===== config.mk =====
export PLATFORM = sky130hd
export DESIGN_NAME = pipe_stage_skid
export DESIGN_NICKNAME = d
export VERILOG_FILES = /design/src/rtl/pipe_stage_skid.sv
export SDC_FILE = /design/constraint.sdc
export NUM_CORES = 1
export LEC_CHECK = 0
export ABC_AREA = 1
export ABC_CLOCK_PERIOD_IN_PS = 1700
export CORE_UTILIZATION = 50
export CTS_BUF_LIST = sky130_fd_sc_hd__clkbuf_2 sky130_fd_sc_hd__clkbuf_4 sky130_fd_sc_hd__clkbuf_8
export DETAILED_ROUTE_END_ITERATION = 16
export PLACE_DENSITY = 0.79
export SLEW_MARGIN = 15
export SYNTH_ARGS = -nofsm -noshare
export SYNTH_HDL_FRONTEND = slang
export SYNTH_SLANG_ARGS = --single-unit

===== constraint.sdc =====
create_clock -name clk -period 1.7 [get_ports clk]
set_input_delay 0.34 -clock clk [delete_from_list [all_inputs] [get_ports clk]]
set_output_delay 0.34 -clock clk [all_outputs]
set_load 0.01 [all_outputs]

===== src/rtl/pipe_stage_skid.sv =====
// Inter-stage pipeline register: valid/ready handshake with a 2-entry skid buffer.
// Define PIPE_STAGE_STATS_EN to add the stall_cnt/bubble_cnt statistics counters.
module pipe_stage_skid #(
  parameter int unsigned            PAYLOAD_W = 128,
  parameter logic [PAYLOAD_W-1:0]   NOP_VALUE = '0
) (
  input  logic                 clk,
  input  logic                 rst,
  input  logic                 flush,
  input  logic                 in_valid,
  output logic                 in_ready,
  input  logic [PAYLOAD_W-1:0] in_payload,
  input  logic                 in_abort,
  output logic                 out_valid,
  input  logic                 out_ready,
  output logic [PAYLOAD_W-1:0] out_payload,
  output logic                 out_abort
`ifdef PIPE_STAGE_STATS_EN
  ,
  output logic [31:0]          stall_cnt,
  output logic [31:0]          bubble_cnt
`endif
);

  localparam logic [1:0] ST_EMPTY = 2'd0;
  localparam logic [1:0] ST_ONE   = 2'd1;
  localparam logic [1:0] ST_TWO   = 2'd2;

  logic [1:0]           r_state,      w_state_d;
  logic [PAYLOAD_W-1:0] r_main,       w_main_d;
  logic                 r_main_abort, w_main_abort_d;
  logic [PAYLOAD_W-1:0] r_skid,       w_skid_d;
  logic                 r_skid_abort, w_skid_abort_d;
  logic                 r_in_ready;

  logic w_fire_in;
  logic w_fire_out;

  assign in_ready    = r_in_ready;
  assign out_valid   = (r_state != ST_EMPTY);
  assign out_payload = r_main;
  assign out_abort   = r_main_abort;

  assign w_fire_in  = in_valid & r_in_ready;
  assign w_fire_out = out_valid & out_ready;

  always_comb begin
    w_state_d      = r_state;
    w_main_d       = r_main;
    w_main_abort_d = r_main_abort;
    w_skid_d       = r_skid;
    w_skid_abort_d = r_skid_abort;
    if (flush) begin
      w_state_d      = ST_EMPTY;
      w_main_d       = NOP_VALUE;
      w_main_abort_d = 1'b0;
      w_skid_d       = NOP_VALUE;
      w_skid_abort_d = 1'b0;
    end else begin
      case (r_state)
        ST_EMPTY: begin
          if (w_fire_in) begin
            w_state_d      = ST_ONE;
            w_main_d       = in_payload;
            w_main_abort_d = in_abort;
          end
        end
        ST_ONE: begin
          if (w_fire_in && w_fire_out) begin
            w_main_d       = in_payload;
            w_main_abort_d = in_abort;
          end else if (w_fire_in) begin
            w_state_d      = ST_TWO;
            w_skid_d       = in_payload;
            w_skid_abort_d = in_abort;
          end else if (w_fire_out) begin
            w_state_d      = ST_EMPTY;
            w_main_d       = NOP_VALUE;
            w_main_abort_d = 1'b0;
          end
        end
        ST_TWO: begin
          if (w_fire_out) begin
            w_state_d      = ST_ONE;
            w_main_d       = r_skid;
            w_main_abort_d = r_skid_abort;
            w_skid_d       = NOP_VALUE;
            w_skid_abort_d = 1'b0;
          end
        end
        default: begin
          w_state_d      = ST_EMPTY;
          w_main_d       = NOP_VALUE;
          w_main_abort_d = 1'b0;
        end
      endcase
    end
  end

  // in_ready is registered from the next state so out_ready never reaches it combinationally.
  always_ff @(posedge clk) begin
    if (rst) begin
      r_state      <= ST_EMPTY;
      r_main       <= NOP_VALUE;
      r_main_abort <= 1'b0;
      r_skid       <= NOP_VALUE;
      r_skid_abort <= 1'b0;
      r_in_ready   <= 1'b1;
    end else begin
      r_state      <= w_state_d;
      r_main       <= w_main_d;
      r_main_abort <= w_main_abort_d;
      r_skid       <= w_skid_d;
      r_skid_abort <= w_skid_abort_d;
      r_in_ready   <= (w_state_d != ST_TWO);
    end
  end

`ifdef PIPE_STAGE_STATS_EN
  logic [31:0] r_stall_cnt;
  logic [31:0] r_bubble_cnt;

  assign stall_cnt  = r_stall_cnt;
  assign bubble_cnt = r_bubble_cnt;

  // Saturating counters; flush deliberately leaves them untouched.
  always_ff @(posedge clk) begin
    if (rst) begin
      r_stall_cnt  <= 32'd0;
      r_bubble_cnt <= 32'd0;
    end else begin
      if (out_valid && !out_ready && (r_stall_cnt != 32'hFFFF_FFFF)) begin
        r_stall_cnt <= r_stall_cnt + 32'd1;
      end
      if (!out_valid && (r_bubble_cnt != 32'hFFFF_FFFF)) begin
        r_bubble_cnt <= r_bubble_cnt + 32'd1;
      end
    end
  end
`endif

endmodule


Yosys cells after proc, flatten, opt, wreduce, memory -nomap -nowiden. Cells that the tools add are included.

Equality and inequality tests: 9. Muxes and demuxes: 23. Bitwise logic cells: 2. Reduce and logical (&&, ||, !) cells: 7.

Operator list (number): 128-bit two-way mux (6); 128-bit one-hot mux with 3 select lines (1); 128-bit one-hot mux with 2 select lines (1); 2-bit two-way mux (6); 2-bit != test (second input constant) (5); 4-bit AND reduction (2); 1-bit two-way mux (6); 3-bit != test (second input constant) (2); 2-bit one-hot mux with 3 select lines (1); 2-bit nonzero test (2); 1-bit one-hot mux with 3 select lines (1); 1-bit bitwise AND (2); 2-bit by 1-bit equality test with 1-bit output (second input constant) (1); 2-bit equality test (second input constant) (1); 2-bit zero test (1); 1-bit one-hot mux with 2 select lines (1); 2-bit OR reduction (1); 1-bit logical AND (1).

Flip-flop bits (word level): 261. Bits of input ports: 134. Word-level logic and storage cells: 47.

Logic depth before layout (Yosys ltp). Gate-level depths: netlist of run 1.

Depth in word-level cells: 8. Gate-level depth with buffers: 9. Depth with buffers taken out: 7.

Worst setup path after synthesis of run 1. No wires, ideal clock.

Kind: register -> register. Start: register r_in_ready (netlist: in_ready). End: register r_main[114] (netlist: out_payload[114]). Arrival time: 1.381 ns. Required time: 1.630 ns. Slack: 0.249 ns. Stages on the path, launching flop included: 9. Buffers on the path: 2. Clock period less this slack: 1.451 ns. Path through: dfxtp_1 nand2_1 a21oi_1 buf_2 clkbuf_1 nand3_1 nand2_1 nand2_1 a21oi_1.

Longest elaborated chain between the ends: 4. Elaborated cells between the ends (all ways): 8. Classes of those cells: eq/ne (3); mux (2); bitwise (1); reduce/logical (2).

Ends and longest elaborated chain: from (decl) (RTL line 34) `logic r_in_ready;`; from (signal assigned) (RTL line 115) `r_in_ready <= (w_state_d != ST_TWO);`; 1-bit bitwise AND * (RTL line 44) `assign w_fire_in = in_valid & r_in_ready;`; 1-bit logical AND (RTL line 69) `if (w_fire_in && w_fire_out) begin`; 3-bit != test (no line) / 128-bit two-way mux (equally long branches); 4-bit AND reduction (no line) / 128-bit one-hot mux with 3 select lines (equally long branches); to (signal assigned) (RTL line 111) `r_main <= w_main_d;`; to (decl) (RTL line 30) `logic [PAYLOAD_W-1:0] r_main, w_main_d;`.

Mark *: on every way between the ends. The rest lies on a longest branch, timed or not. A chain may end at the register's enable or synchronous reset.

Final worst setup path of run 1.
Start: register r_state[1]. End: output port out_valid.

Longest elaborated chain between the ends: 1.

Ends and longest elaborated chain: from (decl) (RTL line 29) `logic [1:0] r_state, w_state_d;`; from (signal assigned) (RTL line 110) `r_state <= w_state_d;`; 2-bit nonzero test (RTL line 40) `assign out_valid = (r_state != ST_EMPTY);`; to (decl) (RTL line 14) `output logic out_valid,`.

Every way passes these cells.

==> results list, run 1 <==
* Run status: completed
* Die Outline Area: 22,600 µm²
* Top routing layer in use: met5
* Total power: 13.7 mW
- DP Area: 14,300 µm²
- IR analysis of the VDD net gives a maximum drop of 0.733 mV.
- The most used flip-flop cell after synthesis is sky130_fd_sc_hd__dfxtp_1.
- Counting the fill cells in the layout gives 1,787.
* Sum of met2 wire segment lengths after detailed routing: 15,500 µm
* Wire length on met3: 3200 µm
- Synth top area share: 0.474
* Slew @ Worst Pin: 0.388 ns
- Input and output buffers added on the ports amount to 264.
- Relative to the synthesized area, the layout overhead comes to 36.8%.
- The worst setup path is of the reg -> out kind.
* Critical-path cell list: inv_2 -> nand2_2 -> buf_2
- Initial standard-cell utilization of the core: 0.518
- Proportion of layout cells with a drive suffix above 1: 0.0802
- Nature of the critical path endpoint: primary output
- In this run the vertical extent of the chip is 150 µm.
* Syn_nets: 1,724
- Of all nets on the critical path, the largest fanout is 4.
- Area of the core region: 21,300 µm²
- The slowest stage of the critical path belongs to the cell sky130_fd_sc_hd__dfxtp_4.
- Counting I/O delays and the setup requirement, the final critical path takes 1.61 ns.
- For the worst flop-to-flop path, the logic depth is 7.
* Vias after detailed routing: 11,700
* Fraction of registers with async set or reset after synthesis: 0
- Routed wire length: 33,200 µm
* RSZ-0062 raised after global routing: false
- Max Transition Viols Final: 0
- Most repeated cell in the gate-level netlist after synthesis: sky130_fd_sc_hd__nand2_1
* Total global-route track usage: 0.287
- Wire length of the first global-routing pass: 52,600 µm
* Met1 wire length: 13,700 µm
* Critical Path Stages: 3
- Timing startpoint of the critical path: r_state[1]$_SDFF_PP0_
- Detail-routed net length per standard cell: 15.6 µm
- Counting flops with a built-in enable in the synthesized netlist gives 0.
* CP Capture Point: out_valid
* Largest net degree at the start of global routing: 79
- Setup violations remaining at the end of the flow were counted as 0.
* Average instance area after synthesis: 6.93 µm²
- Overall die width: 150 µm
- The wire-length estimate of the detail-placed layout is 20,700 µm.
- In this run the core area contains 53 standard-cell rows.
* Source-to-sink clock delay at the later pin of the worst-skew pair: 0.53 ns
- Measured against its own limit, the worst slew margin works out to 0.742.
- Critical path launch point type: register
* Post-route clock period utilization: 0.947
- The endpoint identified for the worst register-to-register timing path is out_payload[104]$_SDFFE_PP0P_.
* Nets: 1,953
- Number of global-route vias before repair: 10,900
* Total clock buffers created by CTS: 43
* Number of ports placed on the die boundary: 265
- In the post-synthesis netlist, the biggest area contributors are sky130_fd_sc_hd__dfxtp_1 47%, sky130_fd_sc_hd__nand2_1 22%, sky130_fd_sc_hd__nand3_1 12%.
- Synth Cell Area: 11,000 µm²
- Hold/Removal Path Class: in -> reg
- Arrival @ worst endpoint: 1.27 ns
- Clock tree sinks: 261
* Worst path bufs/invs: 2
* Clock H-tree levels: 2
* Root buffer selected by CTS: sky130_fd_sc_hd__clkbuf_8
- The startpoint identified for the worst register-to-register timing path is in_ready$_SDFF_PP1_.
* Setup Skew: 0.0145 ns
- Dividing total power by cell area gives a power density of 910 nW/µm².
- Required time at the worst-slack endpoint: 1.36 ns
- The commonest cells after synthesis are 655 x sky130_fd_sc_hd__nand2_1, 261 x sky130_fd_sc_hd__dfxtp_1, 260 x sky130_fd_sc_hd__nand3_1, 259 x sky130_fd_sc_hd__a21oi_1, 71 x sky130_fd_sc_hd__buf_2.
- Pre-CTS setup slack: -0.342 ns
- Last weighted congestion value of the routability-driven placer: 0.815
- On the critical path the largest part of the delay comes from flip-flops.
- The synthesized design contains 261 register bits.
* Footprint of the multi-input gates: 5150 µm²
- The Yosys step of the flow raised 0 warnings.
* DRT antenna net count: 0
- Count of cell types in the netlist: 13
- The setup check on the worst reg-to-reg path leaves a slack of 0.10 ns.
* Final standard cell utilization of the core: 0.708
* Longest individual stage delay on the worst path: 0.37 ns
* Clock slew at the register clock pins of the worst setup and hold paths: 0.06 ns
* TritonCTS clock tree: built
* Number of antenna violations at the first check in global routing: 2
* Dominant cell type by area after synthesis: sky130_fd_sc_hd__dfxtp_1
- First-pass iteration count of the detailed router: 6
- Sequential standard cell area: 5230 µm²
- Bufs on Longest Clock Path: 3
- Setup slack closes at 0.0904 ns.
- Across the run, the number of max-cap violations was 0.
* Fmax: 0.621 GHz
- GRT Residual Overflow: 0
* Static leakage power: 6.41 nW
* Gate count after technology mapping: 1,590
* Via density per instance: 5.50
- DRC: 0
- With fillers left out, the area of the finished cells amounts to 15,100 µm².
* Cts hold-fix bufs: 0
* DRT iter0 DRCs: 836
* Register area share after synthesis: 0.474
* Final hold violation count: 0
-- cell families after synthesis --
group / share of synthesized area
AO/OA/AOI/OAI: 0.119
flip-flops: 0.474
AND/OR/NAND/NOR: 0.343
buffers and inverters: 0.0633
-- timing repair --
action / in CTS / in global routing
buffers inserted: 0 / 0
endpoints found under the setup margin: 131 / 74
resized for setup: 137 / 4
pin swaps: 0 / 0
-- cell type report --
type / instances / share of cell area
clock inverters: 3 / 0.00266
multi-input cells: 1182 / 0.342
diodes: 1 / 0.000166
inverters: 7 / 0.00257
well taps: 275 / 0.0228
clock buffers: 69 / 0.0568
flip-flops and latches: 261 / 0.347
repair buffers: 324 / 0.226
-- sequential cells by signal, summed over array words and instances, names as in the netlist --
register and flops:
r_skid 128, out_payload 128, out_abort 1, in_ready 1, r_state 2, r_skid_abort 1
-- how the worst min path moves through the flow --
stage / start / cells after the start / end / slack, ns
2_1_floorplan: rst / 1 / r_state[0]$_SDFF_PP0_ / 0.41
3_3_place_gp: r_skid[111]$_SDFFE_PP0P_ / 2 / r_skid[111]$_SDFFE_PP0P_ / 0.45
3_5_place_dp: r_skid[37]$_SDFFE_PP0P_ / 2 / r_skid[37]$_SDFFE_PP0P_ / 0.45
4_1_cts: rst / 2 / r_state[0]$_SDFF_PP0_ / 0.31
5_1_grt: rst / 2 / r_state[0]$_SDFF_PP0_ / 0.36
6_report: rst / 2 / r_state[0]$_SDFF_PP0_ / 0.35
-- through the flow --
step,cells,hold WS (ns),TNS [ns]
floorplan,1590,0.412,0
global placement,2049,0.447,-55.20
detailed placement,2049,0.452,-70.85
CTS,2121,0.313,0
global route,2121,0.364,0
finish,2122,0.352,0
-- routing by layer --
layer | track usage | vias to the layer above
li1 | - | 5659
met1 | 0.375 | 5436
met2 | 0.460 | 502
met3 | 0.0715 | 71
met4 | 0.101 | 2
met5 | 0 | -
-- worst reg2reg max path, stage by stage, from the launching register on --
cell and delay, ns:
sky130_fd_sc_hd__dfxtp_1 0.35, sky130_fd_sc_hd__nand2_2 0.14, sky130_fd_sc_hd__nand2_1 0.13, sky130_fd_sc_hd__o21ai_4 0.24
sky130_fd_sc_hd__buf_4 0.21, sky130_fd_sc_hd__buf_12 0.17, sky130_fd_sc_hd__nand3_1 0.12, sky130_fd_sc_hd__a21oi_1 0.17
-- placed cells by master, fill, tap and decap left out, types with 2 or more instances in the layout --
| master | count |
|---|---|
| sky130_fd_sc_hd__clkinv_2 | 2 |
| sky130_fd_sc_hd__dfxtp_1 | 260 |
| sky130_fd_sc_hd__clkbuf_8 | 54 |
| sky130_fd_sc_hd__buf_4 | 21 |
| sky130_fd_sc_hd__nor2_1 | 4 |
| sky130_fd_sc_hd__inv_1 | 2 |
| sky130_fd_sc_hd__clkdlybuf4s50_1 | 133 |
| sky130_fd_sc_hd__nand2_4 | 3 |
| sky130_fd_sc_hd__clkbuf_4 | 15 |
| sky130_fd_sc_hd__nand3_1 | 260 |
| sky130_fd_sc_hd__inv_4 | 2 |
| sky130_fd_sc_hd__nand2_2 | 2 |
| sky130_fd_sc_hd__inv_2 | 2 |
| sky130_fd_sc_hd__buf_12 | 37 |
| sky130_fd_sc_hd__dlygate4sd2_1 | 130 |
| sky130_fd_sc_hd__nand2_1 | 650 |
| sky130_fd_sc_hd__a21oi_1 | 258 |
-- where the power goes --
part           switching, mW  internal, mW
logic                  0.888         0.782
registers             0.0748          6.25
clock network           2.42          3.31
Note: power is estimated with default switching activity, not from simulation.
==> run 2, diff against run 1 <==
- CTS_CLUSTER_DIAMETER: not set -> 150
==> results of run 2 <==
Final layout, timing and power as in run 1 (identical DEF).
==> run 3, diff against run 2 <==
- CORE_UTILIZATION: 50 -> 51
- GPL_TIMING_DRIVEN: not set -> 0
- PLACE_DENSITY: 0.79 -> 0.81
==> run 3 against run 2 <==
  * Critical path depth stayed put
  * Via count is 0.84% higher
  * Routed wire length is 2.2% higher
  * Non-clock buffer count is 78 higher
  * Hold slack gained 0.017 ns
  * Critical path type unchanged
  * Critical endpoint unchanged
  * Largest power group unchanged
==> results list, run 3 (same netlist as run 1, synthesis figures left out) <==
* First-pass iteration count of the detailed router: 6 (unchanged)
- Worst path bufs/invs: 2 (unchanged)
- In this run the clock root is driven by a sky130_fd_sc_hd__clkbuf_8.
* Nets: 2,030 (+3.9%)
* Hold/Removal Path Class: in -> reg
* Static leakage power: 6.36 nW (-0.70%)
* Cts hold-fix bufs: 0 (unchanged)
- The clock latency at the later pin of the worst-skew pair was 0.54 ns (about the same).
- Post-route clock period utilization: 0.984 (+0.0370)
- The die width came to 149 µm (-0.97%).
* Wire length of the first global-routing pass: 53,000 µm (+0.79%)
- Internal cell power: 10.1 mW (-2.0%)
- The worst setup slack before clock tree synthesis came to -0.709 ns (-0.367 ns).
- The number of global-route vias before repair is 10,600 (-2.5%).
* DP Area: 14,000 µm² (-2.2%)
- DRT iter0 DRCs: 932 (+11%)
* Setup Skew: 0.0174 ns (+0.00281 ns)
- The number of setup violations in the final report came to 0 (unchanged).
- STA classifies the critical path startpoint as a register.
- Nature of the critical path endpoint: primary output
* Area growth syn-to-layout: 35.0%
- The switching power share of the total came to 0.252 (+0.00575).
* Clock tree sinks: 261 (unchanged)
- Total global-route track usage: 0.297 (+0.00954)
- The via count was 11,800 (+0.84%).
* Half-perimeter wire length after detailed placement: 23,300 µm (+13%)
* Detail-routed net length per standard cell: 15.4 µm (-1.4%)
* Bufs on Longest Clock Path: 3 (unchanged)
- Post-CTS setup-driven buffer insertion count: 0 (unchanged)
- GRT Residual Overflow: 0 (unchanged)
- Total clock buffers created by CTS: 42 (-2.3%)
* Run status: completed
- Die Outline Area: 22,200 µm² (-1.9%)
* Number of antenna violations at the first check in global routing: 2 (unchanged)
* Critical path's slowest cell: sky130_fd_sc_hd__dfxtp_4
* Comb power frac: 0.119 (-0.003)
- Worst max-slew margin expressed relative to the limit: 0.644 (-0.0978)
- Critical-path cell list: inv_2 -> nand2_1 -> buf_2
- The quantity of I/O buffers inserted on ports is 264 (unchanged).
- Final worst path period need: 1.67 ns (+0.0628 ns)
* Rows: 53 (unchanged)
- The vias per cell is 5.35 (-2.7%).
- Clock slew at the register clock pins of the worst setup and hold paths: 0.06 ns (about the same)
- The number of failing hold endpoints at the final stage was 0 (unchanged).
- The effective utilization at floorplan was 0.522 (+0.00488).
* Area of the core region: 21,100 µm² (-0.93%)
* Slew @ Worst Pin: 0.534 ns (+0.147 ns)
- The share of power burned in the clock network came to 0.415 (-0.003).
- Net switching power: 3.42 mW (+1.1%)
- The library cell used most frequently in the layout, excluding fill and tap cells, is sky130_fd_sc_hd__nand2_1.
- The area of all placed cells without fillers came to 14,900 µm² (-1.3%).
- The final cell utilization of the core was 0.705 (-0.00275).
* DRC: 0 (unchanged)
- The number of max-cap violations came to 0 (unchanged).
- The overall routed net length is 33,900 µm (+2.2%).
- The layout cell share with drive strength beyond 1 came to 0.0978 (+0.0176).
- DRT antenna net count: 0 (unchanged)
- Arrival @ worst endpoint: 1.33 ns (+0.06 ns)
* Last weighted congestion value of the routability-driven placer: 0.871 (+6.8%)
- The critical path is of the reg -> out type.
- Worst setup margin: 0.0276 ns (-0.0628 ns)
- The highest attainable clock frequency came to 0.598 GHz (-3.8%).
- The H-tree level count came to 2 (unchanged).
- The biggest cell delay along the critical path is 0.40 ns (+0.03 ns).
* Sequential share of power: 0.466 (+0.005)
- TritonCTS clock tree: built
* Maximum resistive drop on vdd: 0.682 mV (-7.0%)
* Number of ports placed on the die boundary: 265 (unchanged)
* RSZ-0062 raised after global routing: true
* Largest net degree at the start of global routing: 11 (-86%)
* Maximum fanout along the worst path: 5 (+1)
- The kind of cell with the highest combined delay along the critical path is flip-flops.
- Fill cell instance count of the final layout: 1,828 (+2.3%)
- Required time at the worst-slack endpoint: 1.36 ns (about the same)
- Floorplan die height: 149 µm (-0.97%)
* Leading cell types in the layout, fill and taps excluded: 651 x sky130_fd_sc_hd__nand2_1, 260 x sky130_fd_sc_hd__nand3_1, 259 x sky130_fd_sc_hd__dfxtp_1
* Max Transition Viols Final: 0 (unchanged)
- Power per cell area: 911 nW/µm² (about the same)
-- run 3: layer usage --
| layer | share of wire | routed length, µm | global-route usage |
|---|---|---|---|
| met5 | 0.00041 | 14 | 0 |
| met4 | 0.023 | 787 | 0.107 |
| met3 | 0.094 | 3170 | 0.0716 |
| met2 | 0.46 | 15600 | 0.474 |
| met1 | 0.42 | 14300 | 0.389 |
-- run 3: worst paths after layout --
kind / slack [ns] / startpoint / to / cells after the start
setup / recovery: 0.03 / r_state[0]$_SDFF_PP0_ / out_valid / 3
hold / removal: 0.37 / rst / r_state[0]$_SDFF_PP0_ / 2
setup reg to reg: 0.04 / r_state[0]$_SDFF_PP0_ / r_skid[52]$_SDFFE_PP0P_ / 9
hold reg to reg: 0.46 / r_skid[13]$_SDFFE_PP0P_ / r_skid[13]$_SDFFE_PP0P_ / 2
-- run 3: power by group through the flow --
stage | clock network [mW] | logic [mW] | registers (mW)
global route | 5.96 | 1.77 | 6.33
floorplan | 0 | 0.743 | 6.50
global placement | 0 | 1.61 | 6.45
finish | 5.62 | 1.62 | 6.32
CTS | 5.68 | 1.57 | 6.32
detailed placement | 0 | 1.63 | 6.46
-- run 3: what timing repair did --
action                                  CTS  global route
gates resized for setup                 156            62
endpoints found under the setup margin  362           230
gates cloned                              0             0
pin swaps                                 0             1
-- run 3: area by class of cell --
type	instances	area [µm²]	share of cell area
Antenna cell	1	2.50	0.000168
Buffer	138	798	0.0537
Clock buffer	63	805	0.0541
Clock inverter	8	67.6	0.00454
Inverter	7	26.3	0.00177
Multi-Input combinational cell	1182	5130	0.345
Sequential cell	261	5230	0.352
Tap cell	275	344	0.0231
Timing Repair Buffer	264	2470	0.166
-- run 3: per-stage QoR --
stage               hold slack [ns]  TNS, ns  std cells  power (mW)
global route                  0.378   -0.796       2198        14.1
global placement              0.447  -147.81       2129        8.06
detailed placement            0.452  -151.80       2129        8.08
floorplan                     0.412        0       1590        7.24
finish                        0.369        0       2199        13.6
CTS                           0.348        0       2200        13.6
==> RTL change 1 (settings of run 2) <==
Change the parameter `PAYLOAD_W` from 128 to 256.
--- a/src/rtl/pipe_stage_skid.sv
+++ b/src/rtl/pipe_stage_skid.sv
@@ -2,5 +2,5 @@
 // Define PIPE_STAGE_STATS_EN to add the stall_cnt/bubble_cnt statistics counters.
 module pipe_stage_skid #(
-  parameter int unsigned            PAYLOAD_W = 128,
+  parameter int unsigned            PAYLOAD_W = 256,
   parameter logic [PAYLOAD_W-1:0]   NOP_VALUE = '0
 ) (
Interface: changed (resized in_payload and out_payload); port bits go from 265 to 521. The function was not compared with the original's and may differ.
==> RTL change 1 against run 2 <==
Worst hold slack worse by 0.087 ns. Core utilization is 0.11 points lower. Synthesized cell count is 97% higher. Area after synthesis is 97% higher. Non-clock buffer count is 362 higher. Cell area is 100% higher. Register-to-register slack worse by 0.05 ns. Routed wire length is 130% higher. Total power is 100% higher. Critical endpoint unchanged. Largest power group unchanged. Sequential power is 98% higher. Clock power is 100% higher. Sequential cell count is 256 higher. Worst setup slack worse by 0.071 ns.
==> RTL change 1: results (changes against run 2) <==
skew_ns: 0.0406  # +0.0261 ns
grt_max_degree: 106  # +34%
gp_congestion: 0.895  # +9.7%
synth_nets: 3402  # +97%
port_buffers: 520  # +97%
fill_cells: 3510  # +96%
yosysSeqAreaShare_pct: 47.6  # +0.17 points
vias: 24200  # +110%
yosysUniqueCellTypes: 17  # +4
track_usage_pct: 32.3  # +3.6 points
ir_worst_vdd_uv: 1120  # +53%
htreeDepth: 3  # +1
synth_compound_area_share_pct: 11.9  # +0.037 points
tightest_slew_ns: 0.393  # +0.00577 ns
drtIter0Drc: 2449  # +190%
cp_data_arrival_time_ns: 1.34  # +0.07 ns
grt_pass1_wl_um: 117000  # +120%
drive_gt1_share_pct: 9.48  # +1.5 points
synth_area_leaders: "dfxtp_1, nand2_1, nand3_1, a21oi_1, buf_2"
firstDrtPassIters: 7  # +1
routed_wl_um: 76400  # +130%
synth_common_cells: "nand2_1, dfxtp_1, nand3_1, a21oi_1, buf_2"
fin_nets: 3893  # +99%
grt_pass1_vias: 22600  # +110%
p_leak_nw: 12.8  # +100%
hpwl_um: 49600  # +140%
internal_power_mw: 20.6  # +99%
clk_latency_ns: 0.67  # +0.14 ns
antenna_found_initial: 11  # +9
run_status: "finished clean"
==> RTL change 1: cell count changes after synthesis, moves of 62 or more <==
cell      change
nand2_1     +637
dfxtp_1     +256
nand3_1     +256
a21oi_1     +255
buf_2        +77
clkbuf_1     +62
==> RTL change 1: layer usage <==
| metal | wire, µm | up-vias | GRT usage (%) | part of all wire (%) |
|---|---|---|---|---|
| li1 | - | 11300 | - | - |
| met1 | 29000 | 11300 | 39.5 | 38 |
| met2 | 36200 | 1372 | 53.1 | 47 |
| met3 | 7070 | 257 | 6.38 | 9.3 |
| met4 | 4060 | 4 | 18.5 | 5.3 |
| met5 | 26 | - | 0 | 0.034 |
==> RTL change 1: worst paths after layout <==
check / startpoint / end / slack [ns] / depth (start not counted)
max: r_state[1] / out_valid / 0.02 / 3
min: in_payload[6] / r_skid[6] / 0.27 / 3
max reg2reg: r_state[1] / out_payload[46] / 0.05 / 9
min reg2reg: r_skid[107] / r_skid[107] / 0.45 / 2
==> RTL change 1: logic make-up (layout without fill, tap and decap cells) <==
| logic type | Yosys count | after routing |
|---|---|---|
| compound gates | 517 | 517 |
| buf+inv | 289 | 841 |
| flops | 517 | 517 |
| other cells | 0 | 10 |
| simple gates | 1817 | 1817 |
==> RTL change 1: metrics by stage <==
step / area [µm²] / worst slack (ns) / cells / hold WS, ns
2_1_floorplan: 21700 / 0.196 / 3140 / 0.412
6_report: 30400 / 0.0191 / 4287 / 0.265
3_5_place_dp: 28500 / -0.458 / 4117 / 0.447
4_1_cts: 30000 / 0.000436 / 4266 / 0.223
5_1_grt: 30400 / -0.0301 / 4285 / 0.255
3_3_place_gp: 28500 / -0.389 / 4117 / 0.441
==> RTL change 1: worst max-delay path, stage by stage (launching register included) <==
cell and delay [ns]:
dfxtp_2 0.38, inv_4 0.07, nand2_4 0.11, buf_4 0.15
==> RTL change 1: power by group through the flow <==
stage	registers, mW	logic (mW)	clock network, mW
floorplan	12.9	1.46	0
global placement	12.8	3.42	0
detailed placement	12.8	3.48	0
CTS	12.5	3.38	11.8
global route	12.6	3.73	12.3
finish	12.5	3.46	11.7
==> RTL change 1: final cells by class <==
class	instances	area, µm²	share of cell area, %
Inverter	7	57.6	0.189
Multi-Input combinational cell	2334	10200	33.4
Sequential cell	517	10400	34.1
Timing Repair Buffer	686	7240	23.8
Clock inverter	15	206	0.679
Timing Repair inverter	1	11.3	0.0371
Clock buffer	132	1600	5.26
Antenna cell	10	25.0	0.0823
Tap cell	585	732	2.41
==> RTL change 1: what timing repair did <==
| action | in CTS | in global routing |
|---|---|---|
| gates resized for setup | 295 | 50 |
| buffers inserted | 1 | 5 |
| setup endpoints to repair | 263 | 116 |
| endpoints found under the hold margin | 0 | 0 |
| cloned | 1 | 6 |
| pin swaps | 1 | 3 |
==> RTL change 2 (flow settings as in run 2) <==
Made on the original files. Add a define of `PIPE_STAGE_STATS_EN`.
--- a/src/rtl/pipe_stage_skid.sv
+++ b/src/rtl/pipe_stage_skid.sv
@@ -1,4 +1,6 @@
 // Inter-stage pipeline register: valid/ready handshake with a 2-entry skid buffer.
 // Define PIPE_STAGE_STATS_EN to add the stall_cnt/bubble_cnt statistics counters.
+`define PIPE_STAGE_STATS_EN
+
 module pipe_stage_skid #(
   parameter int unsigned            PAYLOAD_W = 128,
Check against the original RTL (old outputs only; new: bubble_cnt and stall_cnt): same outputs for any inputs over 4 cycles, from zero or initial values and one cycle with rst high; that may be too few to reach the edited logic, so the function may still have changed.
==> RTL change 2 against run 2 <==
Clock power is 25% higher. Routed wire length rose by 39%. Worst setup slack got worse by 0.068 ns. Cell area up 37%. Total power is 23% higher. Via count up 37%. Sequential cell count grew 64. Area after synthesis is 37% higher. Largest cell class unchanged. Largest power group unchanged.
==> RTL change 2: results (changes against run 2) <==
wl_met3_um: 3680  # +15%
grt_use_met3_pct: 5.26  # -1.9 points
synth-xor-area-share_pct: 1.68  # +1.7 points
r2r_start: "bubble_cnt[1]"
met1_usage_pct: 36.0  # -1.5 points
viasPerCell: 5.25  # -4.6%
yosysUniqueCellTypes: 29  # +16
p_leak_nw: 8.75  # +37%
grt_max_degree: 88  # +11%
ir_worst_vdd_uv: 561  # -24%
cts_made_buffers: 54  # +26%
synth_nets: 2389  # +39%
grt_pass1_wl_um: 73700  # +40%
routedWlPerCell_um: 15.1  # -3.3%
synth_common_cells: "nand2_1, inv_1, dfxtp_1, o22ai_1, nor2_1"
r2r_end: "bubble_cnt[4]"
drive_gt1_share_pct: 11.5  # +3.5 points
fin_nets: 2765  # +42%
grt_pass1_vias: 15200  # +39%
synthAdderAreaFrac_pct: 0.166  # +0.17 points
gp_congestion: 0.933  # +14%
run_status: "finished clean"
hpwl_um: 31700  # +53%
synth_area_leaders: "dfxtp_1, nand2_1, inv_1, o22ai_1, nor2_1"
met2_length_um: 22000  # +42%
wirelength_met1_um: 18800  # +37%
rr_worst_depth: 10  # +3
yosysSeqAreaShare_pct: 43.0  # -4.4 points
internal_power_mw: 12.7  # +23%
==> RTL change 2: worst max-delay path: stages (launching register included) <==
cell     delay [ns]
dfxtp_2        0.34
buf_6          0.12
nor2_4         0.13
inv_4          0.06
buf_6          0.13
==> RTL change 2: area by class of cell <==
type,count,area (µm²)
fillers,2454,8990
flip-flops and latches,325,6550
multi-input cells,1348,6460
repair buffers,448,4370
inverters,452,1720
clock buffers,88,1070
well taps,390,488
clock inverters,6,63.8
diodes,2,5.00
==> RTL change 2: cell families after synthesis <==
family | Yosys count
XOR/XNOR | 29
adder cells (fa/ha/maj) | 2
flip-flops | 325
AO/OA/AOI/OAI | 449
buffers and inverters | 580
AND/OR/NAND/NOR | 868
==> RTL change 2: per-stage QoR <==
stage	hold WS (ns)	instances	setup TNS (ns)	cell area, µm²	worst slack, ns
CTS	0.0246	3056	-0.0414	20500	-0.0414
finish	0.0635	3059	0	20700	0.0222
detailed placement	0.456	2956	-80.74	19500	-0.364
global placement	0.453	2956	-66.43	19500	-0.290
global route	0.0274	3059	-0.124	20700	-0.0428
floorplan	0.416	2253	0	15100	0.00306
==> RTL change 2: power groups by stage <==
stage / combinational (mW) / sequential [mW] / clock [mW]
2_1_floorplan: 0.890 / 8.06 / 0
3_3_place_gp: 1.88 / 8.01 / 0
3_5_place_dp: 1.90 / 8.02 / 0
4_1_cts: 1.87 / 7.85 / 7.28
5_1_grt: 2.06 / 7.86 / 7.65
6_report: 1.90 / 7.85 / 7.15
==> RTL change 2: what timing repair did <==
action,in CTS,in global routing
setup buffers,4,2
gates resized for setup,235,75
hold endpoints to repair,0,0
hold buffers,0,0
gates cloned,2,0
pin swaps,3,12
setup endpoints to repair,223,254
